<file path="config.mk">
export PLATFORM = sky130hd
export DESIGN_NAME = addsub_accum_mc
export DESIGN_NICKNAME = d
export VERILOG_FILES = /design/src/rtl/addsub_accum_mc.sv
export SDC_FILE = /design/constraint.sdc
export NUM_CORES = 1
export LEC_CHECK = 0
export BUFFER_PORTS_ARGS = -buffer_cell sky130_fd_sc_hd__buf_2
export CORE_MARGIN = 1
export CORE_UTILIZATION = 45
export DETAILED_ROUTE_END_ITERATION = 7
export HOLD_SLACK_MARGIN = 0.15
export REMOVE_ABC_BUFFERS = 1
export SLEW_MARGIN = 30
export SYNTH_ARGS = -nofsm -noshare
export SYNTH_HDL_FRONTEND = slang
export SYNTH_SLANG_ARGS = --single-unit
</file>
<file path="constraint.sdc">
create_clock -name clk -period 3.5 [get_ports clk]
set_clock_uncertainty 0.1 [all_clocks]
set_input_delay 0.35 -clock clk [delete_from_list [all_inputs] [get_ports clk]]
set_output_delay 0.35 -clock clk [all_outputs]
set_load 0.02 [all_outputs]
</file>
<file path="src/rtl/addsub_accum_mc.sv">
// rtl/addsub_accum_mc.sv - multi-channel add/sub/load/clear accumulator with valid/ready and optional saturation
module addsub_accum_mc #(
    parameter int Width    = 8,
    parameter int Channels = 4,
    parameter bit Saturate = 1'b0,
    localparam int ChW     = (Channels > 1) ? $clog2(Channels) : 1
) (
    input  logic             clk,
    input  logic             rst,
    input  logic             in_valid,
    output logic             in_ready,
    input  logic [ChW-1:0]   in_ch,
    input  logic [1:0]       in_op,
    input  logic [Width-1:0] in_data,
    output logic             out_valid,
    input  logic             out_ready,
    output logic [ChW-1:0]   out_ch,
    output logic [Width-1:0] out_sum,
    output logic             out_overflow,
    output logic             out_carry
);

    localparam logic [1:0] OpAdd   = 2'b00;
    localparam logic [1:0] OpSub   = 2'b01;
    localparam logic [1:0] OpLoad  = 2'b10;
    localparam logic [1:0] OpClear = 2'b11;

    localparam logic [ChW:0]     ChLimit = (ChW + 1)'(Channels);
    localparam logic [Width-1:0] SatMax  = {1'b0, {(Width - 1){1'b1}}};
    localparam logic [Width-1:0] SatMin  = {1'b1, {(Width - 1){1'b0}}};

    logic [Width-1:0] r_acc [Channels];
    logic             r_out_valid;
    logic [ChW-1:0]   r_out_ch;
    logic [Width-1:0] r_out_sum;
    logic             r_out_overflow;
    logic             r_out_carry;

    logic             w_accept;
    logic             w_ch_ok;
    logic             w_sub;
    logic [Width-1:0] w_acc;
    logic [Width-1:0] w_opb;
    logic [Width:0]   w_sum_ext;
    logic             w_ovf_raw;
    logic [Width-1:0] w_val;
    logic             w_ovf;
    logic             w_cy;

    assign in_ready = !r_out_valid || out_ready;
    assign w_accept = in_valid && in_ready;
    // Out-of-range channels (non-power-of-2 Channels) are accepted but dropped.
    assign w_ch_ok  = ({1'b0, in_ch} < ChLimit);

    always_comb begin
        w_acc     = w_ch_ok ? r_acc[in_ch] : '0;
        w_sub     = (in_op == OpSub);
        w_opb     = w_sub ? ~in_data : in_data;
        w_sum_ext = {1'b0, w_acc} + {1'b0, w_opb} + {{Width{1'b0}}, w_sub};
        w_ovf_raw = (w_acc[Width-1] == w_opb[Width-1]) && (w_sum_ext[Width-1] != w_acc[Width-1]);
        w_val     = '0;
        w_ovf     = 1'b0;
        w_cy      = 1'b0;
        case (in_op)
            OpAdd, OpSub: begin
                w_val = w_sum_ext[Width-1:0];
                w_ovf = w_ovf_raw;
                w_cy  = w_sum_ext[Width];
                // On overflow both operands share the accumulator's sign, so it gives the true sign.
                if (Saturate && w_ovf_raw) begin
                    w_val = w_acc[Width-1] ? SatMin : SatMax;
                end
            end
            OpLoad:  w_val = in_data;
            OpClear: w_val = '0;
            default: w_val = '0;
        endcase
    end

    always_ff @(posedge clk) begin
        if (rst) begin
            for (int i = 0; i < Channels; i++) begin
                r_acc[i] <= '0;
            end
            r_out_valid    <= 1'b0;
            r_out_ch       <= '0;
            r_out_sum      <= '0;
            r_out_overflow <= 1'b0;
            r_out_carry    <= 1'b0;
        end else if (w_accept && w_ch_ok) begin
            r_acc[in_ch]   <= w_val;
            r_out_valid    <= 1'b1;
            r_out_ch       <= in_ch;
            r_out_sum      <= w_val;
            r_out_overflow <= w_ovf;
            r_out_carry    <= w_cy;
        end else if (out_ready) begin
            r_out_valid <= 1'b0;
        end
    end

    assign out_valid    = r_out_valid;
    assign out_ch       = r_out_ch;
    assign out_sum      = r_out_sum;
    assign out_overflow = r_out_overflow;
    assign out_carry    = r_out_carry;

endmodule
</file>
; Word level (Yosys, flattened, before mapping)
; Memory sizes are Yosys's and may differ from the RTL's.
; Cells that the tools add are included.
[classes]
addsub = 2
n_mul = 0
div = 0
magnitude_cmp = 0
n_eq_ne = 5
shifts = 0
n_mux = 14
bitwise_logic = 1
reduce_logical = 8
[ops]
columns = operator, n
row1 = $pmux W8 S3, 1
row2 = $mux W8, 2
row3 = $mux W1, 10
row4 = $add A8 B8 Y9, 1
row5 = $add A9 B1 Y9, 1
row6 = $not A8 Y8, 1
row7 = $reduce_or A8 Y1, 1
row8 = $eq A2 B2 Y1 const B, 2
row9 = $eq A2 B1 Y1 const B, 1
row10 = $logic_and A1 B1 Y1, 2
row11 = $logic_not A2 Y1, 1
row12 = $mux W2, 1
row13 = $reduce_bool A2 Y1, 1
row14 = $reduce_or A2 Y1, 1
row15 = $eq A1 B1 Y1, 1
row16 = $logic_not A1 Y1, 1
row17 = $logic_or A1 B1 Y1, 1
row18 = $ne A1 B1 Y1, 1
[word_totals]
reg_bits = 13
latch_bits = 0
ramBits = 32
romBits = 0
input_bits = 16
output_inout_bits = 14
wordCells = 36
memories = 1
[mem_list]
columns = memory, depth, width, read_ports, rd_clocked_by_memory_dff, write_ports, line_no
row1 = r_acc, 4, 8, 1, 0, 4, 32  ; logic [Width-1:0] r_acc [Channels];

; Depth between registers and ports, before layout
[logic_depth]
ltp_word = 8
depth_mapped = 11
mapped_depth_nobuf = 9

; Worst setup path after synthesis
; OpenSTA, ideal clock, no wires.
[synth_timing]
path_kind = input port to flip-flop
from = input port in_ch[0]
to = memory r_acc[0][7], data pin
setup_ps = 271
t_arrival_ps = 2887
t_required_ps = 3129
setup_slack_ps = 242
cell_stages = 9
n_path_buf = 2
path_cell_list = buf_6 -> clkbuf_1 -> mux4_2 -> ha_1 -> nand4_1 -> or4b_1 -> o211a_2 -> mux2i_1 -> a21oi_1
[synth_lines]
columns = item, line_no
row1 = "start, declared", 12  ; input logic [ChW-1:0] in_ch,
row2 = "end, declared", 32

==> flow_metrics.py <==
metrics = {
    "power": {
        "seq_power_share_pct": 49.3,
        "power_mw": 1.25,
        "internal_power_mw": 0.866,
        "p_clk_share_pct": 25.8,
        "power_switching_mw": 0.388,
        "switching_share_pct": 30.9,
        "vdd_drop_max_mv": 0.262,
        "power.share.combinational_pct": 24.9,
        "power_density_nw_per_um2": 435,
        "leakage_nw": 1.16,
    },
    "status": {
        "outcome": "complete, no violations",
    },
    "clock_network": {
        "cts_setup_buffers": 0,
        "insertion_delay_ns": 0.30,
        "clock_path_buffers": 2,
        "cts_tree": "done",
        "path_clk_slew_ns": 0.09,
        "ctsHtreeMaxLevel": 2,
        "cts-root-buf": "clkbuf_8",
        "cts_inserted_buffers": 5,
        "clock_sinks": 45,
        "cts.repair.resized": 0,
        "ctsHoldBuffers": 0,
    },
    "synthesis": {
        "syn_area_per_cell_um2": 11.1,
        "synth_ff_type": "edfxtp_1",
        "synth_edf_count": 32,
        "synth_cell_type_count": 53,
        "synth_area_um2": 2590,
        "async_reset_ff_share_pct": 0,
        "syn-instance-count": 233,
        "seq_area_frac_synth_pct": 47.2,
        "synth_top_area_share_pct": 37.1,
        "yosys.area.top_type": "edfxtp_1",
        "yosysWarnings": 0,
        "synthTopCellsByArea": "edfxtp_1, dfxtp_1, mux4_2",
        "synth_seq_cells": 45,
    },
    "final_layout": {
        "areaGrowthSynthToFinish_pct": 11.3,
        "fin_area_um2": 2880,
        "drive_above_1_share_pct": 23.7,
        "utilization_pct": 52.0,
        "nNetsFinal": 285,
        "num_antenna_cells": 0,
        "instances_no_fill": 334,
    },
    "grt": {
        "grt_pass1_vias": 1770,
        "grt_max_degree": 25,
        "grt_antenna_before_repair": 0,
        "grt_use_met3_pct": 3.76,
        "grt_use_met1_pct": 28.0,
        "grt_pass1_wl_um": 9160,
        "grt_usage_pct": 20.2,
        "busiest_layer": "met2",
        "gr-total-overflow": 0,
        "met2_usage_pct": 32.6,
    },
    "floorplan": {
        "rows": 27,
        "initial_core_util_pct": 46.7,
        "die-area_um2": 6060,
        "io_pins": 30,
        "die_h_um": 77.8,
        "core_um2": 5540,
        "die_width_um": 77.8,
    },
    "placement": {
        "postPlaceCellArea_um2": 2790,
        "portBuffers": 29,
        "post-dp-hpwl_um": 3970,
        "post-place-cells": 326,
        "gp_congestion": 0.823,
    },
    "drt": {
        "post_drt_wl_per_cell_um": 17.1,
        "via_per_inst": 5.72,
        "firstDrtPassIters": 4,
        "final_antenna_net_count": 0,
        "drtIter0Drc": 86,
        "routed_wl_um": 5700,
        "num_vias": 1910,
        "drc": 0,
    },
    "timing": {
        "maxSlewHeadroom_pct": 51.0,
        "fmax_mhz": 330,
        "hold_viol": 0,
        "fin_tns_setup_ns": 0,
        "drv_slew": 0,
        "grt_setup_unrepaired": "false",
        "worstMarginPinSlew_ns": 0.734,
        "finalSetupViolCount": 0,
        "fin_crit_sh_pct": 86.6,
        "fin_crit_ns": 3.03,
    },
    "flow_run": {
        "drv_cap": 0,
    },
    "critical_path": {
        "start_kind": "primary input",
        "end_kind": "flop",
        "path_max_fanout": 16,
        "arrival_ns": 2.97,
        "cp_data_required_time_ns": 3.44,
        "worstSetupPathType": "in2reg",
    },
    "worst_hold_path": {
        "hp-class": "in2reg",
    },
}
-- final timing paths --
path	startpoint	endpoint	slack (ns)	depth (start not counted)
min reg2reg	out_sum[1]	out_sum[1]	0.34	2
min	rst	out_valid	0.19	2
max	in_ch[0]	r_acc[0][7]	0.47	8
max reg2reg	r_acc[3][2]	r_acc[0][7]	0.56	7
-- critical path, stage by stage --
cell	delay [ns]
buf_2	0.35
mux4_2	0.56
ha_1	0.41
nand4_1	0.14
or4b_1	0.48
o211a_2	0.17
mux2i_1	0.36
a21oi_1	0.13
-- placed cells by master, fill, tap and decap left out, types with 8 or more instances in the layout --
cell type  Yosys  final
edfxtp_1      32     32
buf_2          0     29
nand2_1       23     23
nor2_1        17     17
a21oi_1       15     15
nor3_1        14     14
dfxtp_1       13     13
xnor2_1       10     10
nand3_1        8      8
-- final cells by class --
class,count,area [um^2]
multi-input cells,168,1270
repair buffers,35,190
clock inverters,3,17.5
flip-flops and latches,45,1220
well taps,72,90.1
inverters,6,22.5
clock buffers,5,68.8
fillers,526,2660
-- through the flow --
step           hold WS, ns  setup WS, ns
6_report             0.186         0.468
3_3_place_gp         0.330         0.207
5_1_grt              0.185         0.366
3_5_place_dp         0.332         0.133
4_1_cts              0.180         0.453
2_1_floorplan        0.319         0.830
-- cells by family after synthesis --
logic type                 after synthesis  synth area share (%)
AOI/OAI and AO/OA                       48                  13.8
adders and majority gates                8                  4.16
muxes                                   13                  9.04
and+or+nand+nor                         89                  18.7
buffers and inverters                   20                  3.77
DFF                                     45                  47.2
xor gates and xnor gates                10                  3.38
-- registers in the layout, indices dropped and copies added, names as in the netlist --
signal        count
out_ch            2
out_sum           8
out_carry         1
out_overflow      1
r_acc            32
out_valid         1
-- per-layer routing --
metal,share of wire (%),routed length [um]
met2,46,2640
met3,5.6,318
met4,0.93,53
met1,47,2680
met5,0,0
-- power by group through the flow --
stage / Combinational [mW] / Clock (mW) / Sequential [mW]
after floorplan: 0.197 / 0 / 0.645
after global placement: 0.311 / 0 / 0.631
after detailed placement: 0.309 / 0 / 0.631
after CTS: 0.311 / 0.328 / 0.619
after global routing: 0.339 / 0.351 / 0.622
final: 0.312 / 0.323 / 0.619
-- cell usage after synthesis (2+ instances only) --
library cell   n
dfxtp_1       13
nor4_1         2
ha_1           7
a21o_1         5
nor3_1        14
mux4_2         7
a22o_1         2
and2_1         2
o211ai_1       3
or3b_2         2
nor3b_1        3
o21ai_0        7
mux2i_1        5
nand3_1        8
nand2_1       23
clkbuf_1      10
nand2b_1       4
buf_6          3
inv_1          6
or4_1          3
xnor2_1       10
a2bb2oi_1      2
edfxtp_1      32
a21oi_1       15
nor2_1        17
Power figures use the tool's default switching activity.
